File: config.mk
export PLATFORM = sky130hd
export DESIGN_NAME = field_merge_engine
export DESIGN_NICKNAME = d
export VERILOG_FILES = /design/src/rtl/field_merge_engine.sv
export SDC_FILE = /design/constraint.sdc
export NUM_CORES = 2
export LEC_CHECK = 0
export CORE_ASPECT_RATIO = 0.8
export CORE_MARGIN = 2
export CORE_UTILIZATION = 50
export CTS_CLUSTER_SIZE = 40
export DETAILED_ROUTE_END_ITERATION = 10
export PLACE_DENSITY_LB_ADDON = 0.25
export SETUP_SLACK_MARGIN = 0.2
export SYNTH_ARGS = -nofsm -noshare
export SYNTH_HDL_FRONTEND = slang
export SYNTH_SLANG_ARGS = --single-unit
File: constraint.sdc
create_clock -name clk -period 6.2 [get_ports clk]
set_input_delay 1.24 -clock clk [delete_from_list [all_inputs] [get_ports clk]]
set_output_delay 1.24 -clock clk [all_outputs]
set_load 0.02 [all_outputs]
File: src/rtl/field_merge_engine.sv
// Sequential piece-to-field merge: walks the rotated piece one cell per clock.
// Optional row compaction after an accepted commit: FIELD_MERGE_ROW_CLEAR_EN.
module field_merge_engine #(
  parameter int FIELD_W = 20,
  parameter int FIELD_H = 20,
  parameter int PIECE_N = 4,
  parameter int POS_W   = 5,
  parameter int LC_W    = 5
) (
  input  logic                       clk,
  input  logic                       rst,
  input  logic                       start,
  input  logic                       mode,
  input  logic [POS_W-1:0]           block_pos_x,
  input  logic [POS_W-1:0]           block_pos_y,
  input  logic [1:0]                 rotate,
  input  logic [PIECE_N*PIECE_N-1:0] block_matrix,
  input  logic [FIELD_W*FIELD_H-1:0] field_background,
  output logic                       busy,
  output logic                       done,
  output logic                       collision,
  output logic                       out_of_bounds,
  output logic [FIELD_W*FIELD_H-1:0] field_out,
  output logic [LC_W-1:0]            lines_cleared
);
  localparam int FN  = FIELD_W * FIELD_H;
  localparam int PN  = PIECE_N * PIECE_N;
  localparam int IW  = (PN > 1) ? $clog2(PN) : 1;
  localparam int FIW = $clog2(FN);

`ifdef FIELD_MERGE_ROW_CLEAR_EN
  typedef enum logic [1:0] {IDLE, SCAN, CLEAR, DONE} state_t;
`else
  typedef enum logic [1:0] {IDLE, SCAN, DONE} state_t;
`endif

  state_t           state;
  logic             mode_l;
  logic [POS_W-1:0] pos_x_l, pos_y_l;
  logic [1:0]       rot_l;
  logic [PN-1:0]    matrix_l;
  logic [FN-1:0]    bg_l, work, work_next;
  logic [IW-1:0]    idx;
  logic             coll_acc, oob_acc;

  int               bx_i, by_i, src_i;
  logic [POS_W:0]   fx, fy;
  logic             cell_set, in_field, cell_coll, scan_coll, scan_oob, reject;

  // One piece cell per cycle; coordinates carry an extra bit so the edge never wraps.
  always_comb begin
    bx_i = int'(idx) % PIECE_N;
    by_i = int'(idx) / PIECE_N;
    case (rot_l)
      2'd0:    src_i = by_i * PIECE_N + bx_i;
      2'd1:    src_i = (PIECE_N - 1 - bx_i) * PIECE_N + by_i;
      2'd2:    src_i = (PIECE_N - 1 - by_i) * PIECE_N + (PIECE_N - 1 - bx_i);
      default: src_i = bx_i * PIECE_N + (PIECE_N - 1 - by_i);
    endcase
    cell_set  = matrix_l[IW'(src_i)];
    fx        = {1'b0, pos_x_l} + (POS_W+1)'(bx_i);
    fy        = {1'b0, pos_y_l} + (POS_W+1)'(by_i);
    in_field  = (int'(fx) < FIELD_W) && (int'(fy) < FIELD_H);
    cell_coll = 1'b0;
    work_next = work;
    if (cell_set && in_field) begin
      cell_coll = work[FIW'(int'(fy) * FIELD_W + int'(fx))];
      work_next[FIW'(int'(fy) * FIELD_W + int'(fx))] = 1'b1;
    end
    scan_coll = coll_acc | cell_coll;
    scan_oob  = oob_acc | (cell_set && !in_field);
    reject    = mode_l && (scan_coll || scan_oob);
  end

`ifdef FIELD_MERGE_ROW_CLEAR_EN
  localparam int RW = $clog2(FIELD_H + 1);
  logic [RW-1:0]   rd_row, kept, kept_next;
  logic [LC_W-1:0] lc_acc, lc_next;
  logic [FN-1:0]   clr_next;
  logic            row_full;

  // Write row is FIELD_H-1-kept; rows above it are blanked on the final step.
  always_comb begin
    clr_next  = work;
    kept_next = kept;
    row_full  = &work[FIW'(int'(rd_row) * FIELD_W) +: FIELD_W];
    lc_next   = lc_acc + {{(LC_W-1){1'b0}}, row_full};
    if (!row_full) begin
      clr_next[FIW'((FIELD_H - 1 - int'(kept)) * FIELD_W) +: FIELD_W] =
        work[FIW'(int'(rd_row) * FIELD_W) +: FIELD_W];
      kept_next = kept + RW'(1);
    end
    if (rd_row == '0) begin
      for (int i = 0; i < FIELD_H; i++) begin
        if (i + int'(kept_next) < FIELD_H) clr_next[FIW'(i * FIELD_W) +: FIELD_W] = '0;
      end
    end
  end
`endif

  always_ff @(posedge clk) begin
    if (rst) begin
      state         <= IDLE;
      busy          <= 1'b0;
      done          <= 1'b0;
      collision     <= 1'b0;
      out_of_bounds <= 1'b0;
      field_out     <= '0;
      lines_cleared <= '0;
      mode_l        <= 1'b0;
      pos_x_l       <= '0;
      pos_y_l       <= '0;
      rot_l         <= '0;
      matrix_l      <= '0;
      bg_l          <= '0;
      work          <= '0;
      idx           <= '0;
      coll_acc      <= 1'b0;
      oob_acc       <= 1'b0;
`ifdef FIELD_MERGE_ROW_CLEAR_EN
      rd_row        <= '0;
      kept          <= '0;
      lc_acc        <= '0;
`endif
    end else begin
      case (state)
        IDLE: if (start) begin
          mode_l   <= mode;
          pos_x_l  <= block_pos_x;
          pos_y_l  <= block_pos_y;
          rot_l    <= rotate;
          matrix_l <= block_matrix;
          bg_l     <= field_background;
          work     <= field_background;
          idx      <= '0;
          coll_acc <= 1'b0;
          oob_acc  <= 1'b0;
          busy     <= 1'b1;
          state    <= SCAN;
        end
        SCAN: begin
          work     <= work_next;
          coll_acc <= scan_coll;
          oob_acc  <= scan_oob;
          idx      <= idx + IW'(1);
          if (idx == IW'(PN - 1)) begin
`ifdef FIELD_MERGE_ROW_CLEAR_EN
            if (mode_l && !reject) begin
              rd_row <= RW'(FIELD_H - 1);
              kept   <= '0;
              lc_acc <= '0;
              state  <= CLEAR;
            end else begin
              field_out     <= reject ? bg_l : work_next;
              collision     <= scan_coll;
              out_of_bounds <= scan_oob;
              lines_cleared <= '0;
              done          <= 1'b1;
              busy          <= 1'b0;
              state         <= DONE;
            end
`else
            field_out     <= reject ? bg_l : work_next;
            collision     <= scan_coll;
            out_of_bounds <= scan_oob;
            lines_cleared <= '0;
            done          <= 1'b1;
            busy          <= 1'b0;
            state         <= DONE;
`endif
          end
        end
`ifdef FIELD_MERGE_ROW_CLEAR_EN
        CLEAR: begin
          work   <= clr_next;
          kept   <= kept_next;
          lc_acc <= lc_next;
          rd_row <= rd_row - RW'(1);
          if (rd_row == '0) begin
            field_out     <= clr_next;
            collision     <= coll_acc;
            out_of_bounds <= oob_acc;
            lines_cleared <= lc_next;
            done          <= 1'b1;
            busy          <= 1'b0;
            state         <= DONE;
          end
        end
`endif
        DONE: begin
          done  <= 1'b0;
          state <= IDLE;
        end
        default: state <= IDLE;
      endcase
    end
  end
endmodule

==> reports/results.tsv <==
metric	value	unit
status	completed	
antenna violations before repair	49	
filler cell count	9771	
P_int	13.8	mW
clk slew on worst S/H paths	70	ps
synthesized instance count	6627	
FF+latch area	24800	µm²
Core Box Area	113000	µm²
Max Clk Rate	175	MHz
DRC viols	0	
maximum VDD drop	0.000221	V
worst endpoint required time	6830	ps
combinational share of power	12.6	%
clk_skew	25.2	ps
buffers added on ports	835	
grt ovf	0	
Hold Path Stages	2	
Final ANT Viol Nets	0	
number of max-cap violations	0	
Core Rows	110	
power per cell area	269	nW/µm²
Crit. End Element	register	
via count	54500	
Synth Area per Inst	8.60	µm²
Layout Nets	7473	
Chip Width	382	µm
Startpoint Class	register	
clock root buffer	clkbuf_16	
endpoints failing setup	0	
number of distinct library cells after synthesis	71	
worst skew pair latency	740	ps
P_sw	5.03	mW
number of buffers created by CTS	121	
# IOs	841	
Worst-Margin Slew	1250	ps
CTS H-tree depth	3	
Final Max Slew Viols	0	
Worst R2R End	field_out[23]	
R2R depth	18	
Final Hold Fails	0	
Die H	306	µm
final wirelength	219	mm
full die area	117000	µm²
Area contributors post-synth	dfxtp_1 (44%), nand2_1 (9.0%), a21oi_1 (7.5%), nor3b_1 (6.8%), nor4_1 (4.5%)	
RSZ-0062 raised after global routing	no	
number of synthesized register bits	1241	
share of cells above drive strength 1	8.55	%
relative max-transition margin	16.7	%
worst hold endpoint	bg_l[173]	
routability cong.	0.895	
setup total negative slack	0	ps
critical path peak fanout	91	
GRT Util Overall	35.4	%
most common cell after layout, fill and taps aside	nand2_1	
WS Path Type	register to register	
Seq/Total Area, Yosys	43.6	%
Seq pwr share	45.3	%
Async S/R FF share, synth	0	%
Util after Layout	62.1	%
HP Class	register to register	
Final Cycle Share	92.1	%
Clock power frac	42.1	%
Starting Density	50.5	%
Yosys warning count	0	
CTS max path bufs	3	
DP Wirelength	139	mm
post-synth top area share	43.6	%
Sw Share	26.7	%
vias in the first global route	51100	
number of synthesized flops with an enable pin	0	
fin crit period	5710	ps
R2R Setup Slk	490	ps
fin cells	8664	
largest net degree at the start of global routing	218	
reg-to-reg startpoint	idx[1]	
P&R area growth vs syn	23.0	%
first-pass GRT wire length	322	mm
Static Leak	26.1	nW
number of cells after detailed placement	8400	
HP Start	bg_l[173]	
most frequent cells in the layout	nand2_1 (1369), dfxtp_1 (1241), a21oi_1 (849), clkdlybuf4s50_1 (834), nor3b_1 (513)	
crit path DAT	6330	ps
CTS tree	done	
area taken by multi-input logic gates	29300	µm²
Yosys top cell by area	dfxtp_1	
DR iter-0 viols	5969	
Most used DFF post-synth	dfxtp_1	
Cell Area, Synth	57000	µm²
drt pass-1 iters	7	
routed len/inst	25.3	µm
vias per cell	6.29	
total clock sinks	1241	
kinds of logic (layout without fill, tap and decap cells):
kind of cell	after synthesis	in the layout	synth area share, %
other	1	32	0.00658
multiplexers	129	129	4.49
adder cells (fa/ha/maj)	19	19	0.470
XOR/XNOR	18	18	0.402
AND/OR/NAND/NOR	2794	2796	24.9
AO/OA/AOI/OAI	1732	1732	20.7
flip-flops	1241	1241	43.6
buffers and inverters	693	1185	5.46
critical path, stage by stage, from the launching register on:
cell and delay [ps]:
dfxtp_1 490, inv_1 110, fa_4 520, xnor2_1 210, ha_2 230, inv_1 60
fa_2 580, buf_12 230, nor2b_4 580, a22oi_1 160, a21oi_1 230, o21ai_0 110
a41oi_1 290, o22ai_2 140, nor4b_4 360, buf_4 320, buf_12 370, nor4_1 130
a211o_1 290
state kept, by name, indices dropped and copies added (netlist names), 2 cells and up:
name       flops
work         400
bg_l         400
matrix_l      16
idx            4
rot_l          2
pos_y_l        5
state          2
pos_x_l        5
field_out    400
cell type report:
cell class	count	share of cell area (%)
flip-flops and latches	1241	35.4
clock buffers	175	5.05
diodes	27	0.0963
well taps	1512	2.70
clock inverters	51	1.01
multi-input cells	4699	41.7
repair buffers	949	14.0
inverters	10	0.0535
how the worst max path moves through the flow:
stage | depth (start not counted) | from | to
floorplan | 20 | idx[3] | field_out[250]
global placement | 18 | idx[1] | field_out[275]
detailed placement | 18 | idx[1] | field_out[296]
CTS | 18 | idx[1] | field_out[292]
global route | 18 | idx[1] | field_out[22]
finish | 18 | idx[1] | field_out[23]
synth_stat cells, types with 9 or more instances:
cell      instances
buf_2            20
inv_1             9
a21oi_1         851
nor3_1           11
a22oi_1          27
mux4_2          100
nand3_1          15
ha_1             15
clkbuf_1        559
nor2b_1         200
mux2i_1          24
o21bai_1        145
a211o_1         258
nor2_1          233
buf_4            18
a31oi_1          66
a211oi_2        142
dfxtp_1        1241
buf_1            31
o21ai_0           9
o211ai_1        194
nor3b_1         513
nand2b_1         10
nand2_1        1370
nor4_1          406
buf_6            54
metrics by stage:
stage                     total power, mW  cell area, µm²  setup slack, ps  hold slack (ps)
after floorplan                      10.0           57000             1610              432
after global placement               11.0           65700              367              437
after detailed placement             11.0           65700              171              442
after CTS                            18.8           69900              142              450
after global routing                 19.4           70100              236              464
final                                18.9           70100              491              450
repair_timing:
item / in CTS / in global routing
gates resized for setup: 0 / 8
buffers inserted: 0 / 8
pin swaps: 1 / 3
setup endpoints to repair: 57 / 413
hold endpoints to repair: 0 / 0
gates cloned: 0 / 3
hold buffers: 0 / 0
layer usage:
layer | up-vias | wire, µm | track usage (%)
li1 | 24600 | - | -
met1 | 26500 | 88600 | 46.7
met2 | 2805 | 97400 | 54.2
met3 | 550 | 20100 | 7.89
met4 | 40 | 12600 | 18.8
met5 | - | 262 | 0
power groups by stage:
stage / logic [mW] / clock network, mW / registers, mW
after global placement: 2.30 / 0 / 8.69
final: 2.38 / 7.94 / 8.55
after global routing: 2.53 / 8.30 / 8.58
after CTS: 2.34 / 7.96 / 8.54
after floorplan: 1.41 / 0 / 8.64
after detailed placement: 2.32 / 0 / 8.71
(Power assumes the default switching activity.)
